**config.mk**
```make
export PLATFORM = sky130hd
export DESIGN_NAME = fetch_pc_controller
export DESIGN_NICKNAME = d
export VERILOG_FILES = /design/src/rtl/fetch_pkg.sv /design/src/rtl/return_stack.sv /design/src/rtl/fetch_pc_controller.sv
export SDC_FILE = /design/constraint.sdc
export NUM_CORES = 1
export LEC_CHECK = 0
export ABC_AREA = 1
export ABC_CLOCK_PERIOD_IN_PS = 1800
export CAP_MARGIN = 20
export CORE_ASPECT_RATIO = 0.8
export CORE_MARGIN = 5
export CORE_UTILIZATION = 45
export DETAILED_ROUTE_END_ITERATION = 10
export HOLD_SLACK_MARGIN = 0.15
export PLACE_DENSITY = 0.83
export SYNTH_ARGS = -nofsm -noshare
export SYNTH_HDL_FRONTEND = slang
export SYNTH_SLANG_ARGS = --single-unit
```
**constraint.sdc**
```tcl
create_clock -name clk -period 1.8 [get_ports clk]
set_input_delay 0.54 -clock clk [delete_from_list [all_inputs] [get_ports clk]]
set_output_delay 0.54 -clock clk [all_outputs]
set_load 0.02 [all_outputs]
```
**src/rtl/fetch_pkg.sv**
```systemverilog
// Shared types and constants for the fetch PC controller and its return stack.
package fetch_pkg;

  localparam int unsigned REG_WIDTH = 32;

  typedef logic [REG_WIDTH-1:0] addr_t;

  localparam addr_t RESET_PC_DEFAULT = 32'h8000_0000;
  localparam addr_t PC_STEP          = 32'd4;
  localparam addr_t CALL_RET_OFFSET  = 32'd8;

  typedef enum logic {
    ST_RUN  = 1'b0,
    ST_SLOT = 1'b1
  } fetch_state_e;

endpackage

```
**src/rtl/return_stack.sv**
```systemverilog
// Circular return-address stack: push overwrites the oldest entry when full,
// pop when empty is ignored by the caller gating. Power-of-two DEPTH.
module return_stack
  import fetch_pkg::*;
#(
  parameter int unsigned DEPTH = 8
) (
  input  logic                     clk,
  input  logic                     rst,
  input  logic                     push_i,
  input  logic                     pop_i,
  input  addr_t                    push_data_i,
  output addr_t                    top_o,
  output logic [$clog2(DEPTH):0]   count_o
);

  localparam int unsigned PTR_W = $clog2(DEPTH);
  localparam int unsigned CNT_W = PTR_W + 1;

  addr_t             mem_q [DEPTH];
  addr_t             mem_d [DEPTH];
  logic [PTR_W-1:0]  ptr_q, ptr_d;
  logic [CNT_W-1:0]  count_q, count_d;
  logic [PTR_W-1:0]  top_idx;

  // ptr_q is the next write slot; the top lives one below it.
  assign top_idx = ptr_q - PTR_W'(1);
  assign top_o   = mem_q[top_idx];
  assign count_o = count_q;

  always_comb begin
    mem_d   = mem_q;
    ptr_d   = ptr_q;
    count_d = count_q;
    if (push_i && pop_i && (count_q != '0)) begin
      mem_d[top_idx] = push_data_i;
    end else if (push_i) begin
      mem_d[ptr_q] = push_data_i;
      ptr_d        = ptr_q + PTR_W'(1);
      if (count_q != CNT_W'(DEPTH)) begin
        count_d = count_q + CNT_W'(1);
      end
    end else if (pop_i && (count_q != '0)) begin
      ptr_d   = top_idx;
      count_d = count_q - CNT_W'(1);
    end
  end

  always_ff @(posedge clk) begin
    if (rst) begin
      mem_q   <= '{default: '0};
      ptr_q   <= '0;
      count_q <= '0;
    end else begin
      mem_q   <= mem_d;
      ptr_q   <= ptr_d;
      count_q <= count_d;
    end
  end

endmodule

```
**src/rtl/fetch_pc_controller.sv**
```systemverilog
// Fetch PC sequencer with one branch delay slot and backend redirect.
// Optional return stack built when FETCH_RAS_EN is defined.
module fetch_pc_controller
  import fetch_pkg::*;
#(
  parameter addr_t       RESET_PC  = RESET_PC_DEFAULT,
  parameter int unsigned RAS_DEPTH = 8
) (
  input  logic                         clk,
  input  logic                         rst,
  input  logic                         stall,
  input  logic                         inst_valid,
  input  logic                         pred_taken,
  input  logic                         pred_is_branch,
  input  logic                         pred_is_call,
  input  logic                         pred_is_return,
  input  addr_t                        pred_addr,
  input  logic                         redirect,
  input  addr_t                        redirect_addr,
  output addr_t                        pc_o,
  output logic                         in_slot_o,
  output logic [$clog2(RAS_DEPTH):0]   ras_count_o
);

  localparam int unsigned CNT_W = $clog2(RAS_DEPTH) + 1;

  fetch_state_e      state_q, state_d;
  addr_t             pc_q, pc_d;
  addr_t             pending_q, pending_d;

  logic              accept_c;
  logic              eff_taken_c;
  addr_t             eff_target_c;
  addr_t             ras_top;
  logic [CNT_W-1:0]  ras_count;
  logic              ras_nonempty;
  logic              branch_unused;

  // Branch kind is implied by pred_taken; the flag is informational only.
  assign branch_unused = pred_is_branch;

  assign accept_c = inst_valid & ~stall & ~redirect;

`ifdef FETCH_RAS_EN
  logic  ras_push, ras_pop;
  addr_t ras_push_data;

  assign ras_push      = accept_c & (state_q == ST_RUN) & pred_is_call;
  assign ras_pop       = accept_c & (state_q == ST_RUN) & pred_is_return & ras_nonempty;
  assign ras_push_data = pc_q + CALL_RET_OFFSET;

  return_stack #(
    .DEPTH (RAS_DEPTH)
  ) u_return_stack (
    .clk         (clk),
    .rst         (rst),
    .push_i      (ras_push),
    .pop_i       (ras_pop),
    .push_data_i (ras_push_data),
    .top_o       (ras_top),
    .count_o     (ras_count)
  );
`else
  logic call_unused;

  assign call_unused = pred_is_call;
  assign ras_top     = '0;
  assign ras_count   = '0;
`endif

  assign ras_nonempty = (ras_count != '0);

  // Returns follow the stack when it has an entry, otherwise fall through.
  always_comb begin
    eff_taken_c  = pred_taken;
    eff_target_c = pred_addr;
    if (pred_is_return) begin
      eff_taken_c  = ras_nonempty;
      eff_target_c = ras_top;
    end
  end

  always_comb begin
    state_d   = state_q;
    pc_d      = pc_q;
    pending_d = pending_q;
    if (redirect) begin
      state_d   = ST_RUN;
      pc_d      = redirect_addr;
      pending_d = '0;
    end else if (accept_c) begin
      case (state_q)
        ST_RUN: begin
          pc_d = pc_q + PC_STEP;
          if (eff_taken_c) begin
            pending_d = eff_target_c;
            state_d   = ST_SLOT;
          end
        end
        ST_SLOT: begin
          pc_d      = pending_q;
          pending_d = '0;
          state_d   = ST_RUN;
        end
        default: begin
          state_d = ST_RUN;
        end
      endcase
    end
  end

  always_ff @(posedge clk) begin
    if (rst) begin
      state_q   <= ST_RUN;
      pc_q      <= RESET_PC;
      pending_q <= '0;
    end else begin
      state_q   <= state_d;
      pc_q      <= pc_d;
      pending_q <= pending_d;
    end
  end

  assign pc_o        = pc_q;
  assign in_slot_o   = (state_q == ST_SLOT);
  assign ras_count_o = ras_count;

endmodule
```
== After elaboration in Yosys (flattened, before gate mapping) ==
Cells that the tools add are included.

* Add/subtract/negate cells: 1
* Eq/ne operators: 1
* Muxes and demuxes: 9
* Bitwise logic cells: 5
* Reductions and logical operators: 3

{| class="wikitable"
|+ Operators by type and width
! operator !! number
|-
| $mux 32 || 4
|-
| $pmux 32 s2 || 2
|-
| $add 32x3->32 const B || 1
|-
| $not 1->1 || 3
|-
| $and 1x1->1 || 2
|-
| $mux 1 || 2
|-
| $ne 2x2->1 const B || 1
|-
| $pmux 1 s2 || 1
|-
| $reduce_and 2->1 || 1
|-
| $reduce_bool 2->1 || 1
|-
| $reduce_or 2->1 || 1
|}

* Register bits after elaboration: 65
* Logic and storage cells: 22

== Logic depth before layout (Yosys ltp) ==
* Depth after elaboration: 5
* Depth in mapped cells: 11
* Gate-level depth less buffers: 11

== Worst setup path after synthesis ==
No wires, ideal clock.

* Path kind: register to register
* Start point: register pc_q[3], in the netlist pc_o[3]
* End point: register pc_q[22], in the netlist pc_o[22]
* Arrival time: 1.545 ns
* Required time: 1.671 ns
* Path slack: 0.126 ns
* Cell stages (with the launch flop): 11
* Buffers on the path: 0
* Cells stage by stage: dfxtp_1 > ha_1 > nand3_2 > inv_2 > nand2_4 > nor2_4 > nand3_1 > nand2_1 > nand3_1 > a21oi_1 > nor2_1

* Word-level cells in the longest chain between the ends: 4

{| class="wikitable"
|+ RTL lines
! item !! line !! text
|-
| start, declared || fetch_pc_controller.sv:28 || <nowiki>addr_t pc_q, pc_d;</nowiki>
|-
| start signal, assigned || fetch_pc_controller.sv:119 || <nowiki>pc_q <= pc_d;</nowiki>
|-
| $add 32x3->32 || fetch_pc_controller.sv:94 || <nowiki>pc_d = pc_q + PC_STEP;</nowiki>
|-
| $pmux 32 s2 || fetch_pc_controller.sv:92 || <nowiki>case (state_q)</nowiki>
|-
| $mux 32 || fetch_pc_controller.sv:91 || <nowiki>end else if (accept_c) begin</nowiki>
|-
| $mux 32 || fetch_pc_controller.sv:87 || <nowiki>if (redirect) begin</nowiki>
|}

Every way passes these cells. The select of a mux whose other input is x is not followed.
A chain may end at the register's enable or synchronous reset.

== Worst setup path after layout ==
* Start point: register pc_q[10], in the netlist pc_o[10]
* End point: output port pc_o[10]

{| class="wikitable"
|+ RTL lines
! item !! line !! text
|-
| end, declared || fetch_pc_controller.sv:20 || <nowiki>output addr_t pc_o,</nowiki>
|}

No word-level cell between the ends.

==> summary.md <==
| Metric | Value |
|---|---|
| Port bufs | `approximately 100` |
| Reg area | `approximately 1300 sq um` |
| Ys async rst share | `0` |
| Initial Utilization | `0.459` |
| Dpl ws | `-0.277 ns` |
| Ports | `110` |
| Antenna Nets Post-Route | `0` |
| Buffers & Inverters on Critical Path | `1` |
| Sequential-to-total area share from yosys stat | `0.334` |
| Critical Path Slowest Stage Cell | `dfxtp_1` |
| Die W | `~110 um` |
| First-pass GRT wire length | `20,500 um` |
| CTS H-tree lvls | `3` |
| Maximum VDD drop | `around 320 uV` |
| CP required | `between 1 and 1.5 ns` |
| Worst Setup Slack, final | `around 0.055 ns` |
| Crit end category | `output pin` |
| TritonRoute pass-1 iters | `5` |
| FF-to-FF End | `pending_q[4]` |
| DR iter-0 viols | `366` |
| Switching fraction of total power | `0.307` |
| Register-to-Register Setup Slack | `around 0.15 ns` |
| Cell Area, Synth | `around 4000 sq um` |
| Share of layout cells above drive strength 1 | `0.160` |
| Max Cap Violations | `0` |
| PwrDens | `623 nW/um^2` |
| Fin crit share | `0.969` |
| CP Cell Sequence | `dlygate4sd2_1` |
| Worst Setup EP | `pc_o[10]` |
| #FFs+latches synth | `65` |
| Via count | `4,446` |
| Largest net degree at the start of global routing | `34` |
| Yosys cell types | `38` |
| Hold Fails Final Rpt | `0` |
| RSZ-0062 raised after global routing | `no` |
| WP data arrival | `roughly 1.2 ns` |
| Wire per inst | `16.5 um` |
| Multi-input logic area | `~2200 sq um` |
| Hold Slack | `~0.48 ns` |
| Sink Count | `65` |
| Initial antenna violation count | `0` |
| Root Buffer | `clkbuf_8` |
| CTS Buffer Depth | `2` |
| Clk_lat worst skew | `around 0.35 ns` |
| Dominant synthesized flop cell | `dfxtp_1` |
| Number of remaining DRC errors | `0` |
| Final Net Count | `770` |
| Leakage | `~2.2 nW` |
| Net Sw Power | `1.06 mW` |
| CTS tree | `done` |
| Ys Warns | `0` |
| Vias in the first global route | `around 4k` |
| Levels on crit path | `1` |
| Final Core Density | `0.651` |
| Reg2reg start | `in_slot_o` |
| P_int | `around 2.4 mW` |
| Die height | `just over 90 um` |
| Die area | `approximately 11,000 sq um` |
| Clk pwr share | `0.344` |
| Max Freq | `573 MHz` |
| Sequential group share of total power | `0.452` |
| Worst Setup SP | `pc_o[10]` |
| Combinational fraction of design power | `0.204` |
| Final min period | `~1.7 ns` |
| N_diodes | `0` |
| CP max stage delay | `approximately 0.48 ns` |
| WL final | `roughly 13,000 um` |
| Final number of setup-violating endpoints | `0` |
| CP Class | `register to output pin` |
| Setup Skew | `slightly above 0.009 ns` |
| Worst Reg-to-Reg Cells | `6` |
| Number of fillers in the final layout | `slightly below 800` |
| Dpl hpwl | `about 10000 um` |
| Area of the core | `about 8500 sq um` |
| Gpl congestion | `between 0.8 and 0.9` |
| GRT Total Usage | `0.243` |
| Hold Path Class | `register to register` |
| Mean Syn Cell Area | `6.86 sq um` |
| Cell family with most CP delay | `flip-flops` |
| Num CTS Buffers | `9` |
| Setup crit start kind | `register` |
| Area delta synth->final | `41.7%` |
| Post-synth EDFFs | `0` |
| Status | `finished, final reports clean` |
| Total grt overflow | `0` |
| CTS clk-pin slew, worst paths | `around 0.080 ns` |
| Final Max Tran Viols | `0` |
| Cell row count | `30` |
| Drt via density | `roughly 5.5` |
| Critical-path maximum fanout | `6` |
| Cells after Synth | `568` |
[synth_stat cells (6+ instances only)]
| master | n | area, sq um |
|---|---|---|
| a21oi_1 | 71 | 355 |
| a31oi_1 | 10 | 62.6 |
| buf_4 | 7 | 52.6 |
| clkbuf_1 | 27 | 101 |
| dfxtp_1 | 65 | 1300 |
| inv_1 | 36 | 135 |
| nand2_1 | 97 | 364 |
| nand2_2 | 6 | 37.5 |
| nand3_1 | 25 | 125 |
| nand4_1 | 37 | 231 |
| nor2_1 | 52 | 195 |
| nor2_4 | 10 | 113 |
| o21ai_0 | 49 | 245 |
| o21ai_1 | 10 | 50.1 |
| o221ai_1 | 7 | 61.3 |
| xor2_1 | 12 | 105 |
[power by group through the flow]
stage          registers, mW  logic [mW]  clock network (mW)
2_1_floorplan           1.64       0.264                   0
3_3_place_gp            1.59       0.708                   0
3_5_place_dp            1.59       0.717                   0
4_1_cts                 1.55       0.687                1.20
5_1_grt                 1.56       0.757                1.26
6_report                1.55       0.702                1.18
[flip-flops by register name, summed over array words and instances, names as in the netlist]
signal	flops
pending_q	32
in_slot_o	1
pc_o	32
[routing by layer]
layer | part of all wire | routed length (um) | vias up | global-route usage
li1 | - | - | 2200 | -
met1 | 0.44 | 5930 | 2036 | 0.355
met3 | 0.097 | 1300 | 14 | 0.0517
met4 | 0.0082 | 110 | 0 | 0.0504
met5 | 0 | 0 | - | 0
met2 | 0.45 | 6050 | 196 | 0.368
[through the flow]
step | TNS (ns) | total power [mW] | cells | cell area (sq um)
finish | 0 | 3.44 | 813 | 5520
global placement | -10.17 | 2.29 | 790 | 5260
detailed placement | -12.97 | 2.31 | 790 | 5260
CTS | 0 | 3.44 | 806 | 5410
floorplan | 0 | 1.90 | 571 | 3910
global route | 0 | 3.58 | 813 | 5520
[final cells by class]
type | count | share of cell area
clock inverters | 6 | 0.00906
flip-flops and latches | 65 | 0.236
multi-input cells | 421 | 0.406
well taps | 112 | 0.0254
inverters | 43 | 0.0304
repair buffers | 156 | 0.269
clock buffers | 10 | 0.0249
[repair_timing]
item / in CTS / in global routing
gates cloned: 0 / 3
endpoints found under the setup margin: 33 / 16
hold buffers: 0 / 0
gates resized for setup: 33 / 14
setup buffers: 0 / 4
pin swaps: 0 / 5
[cells by family (layout without fill, tap and decap cells)]
logic type	count (synthesis)	in the layout	synth area share
fa+ha+maj	1	1	0.00321
buf+inv	85	215	0.0969
other cells	1	4	0.000962
compound gates	159	159	0.224
xor+xnor	16	16	0.0360
simple gates	241	241	0.305
flops	65	65	0.334
[layout by cell type (no fill, tap or decap), types with 4 or more instances in the layout]
master           count
nand2_1             97
a21oi_1             69
clkdlybuf4s50_1     67
dfxtp_1             64
nor2_1              51
o21ai_0             46
buf_4               44
nand4_1             37
inv_1               35
dlygate4sd2_1       33
nand3_1             25
o21ai_1             13
xor2_1              12
nor2_4              10
a31oi_1             10
clkbuf_8            10
o221ai_1             7
nand2_2              6
inv_2                5
a21oi_2              5
or2_2                4
xnor2_1              4
conb_1               4
buf_12               4
[how the worst min path moves through the flow]
| stage | start | endpoint | slack (ns) | cells after the start |
|---|---|---|---|---|
| CTS | pending_q[28] | pending_q[28] | 0.48 | 2 |
| detailed placement | pending_q[28] | pending_q[28] | 0.47 | 2 |
| floorplan | pending_q[5] | pending_q[5] | 0.45 | 2 |
| global route | pending_q[25] | pending_q[25] | 0.51 | 2 |
| global placement | pending_q[28] | pending_q[28] | 0.46 | 2 |
| finish | pending_q[0] | pending_q[0] | 0.48 | 2 |
No activity file was read; power rests on OpenSTA's default activity.
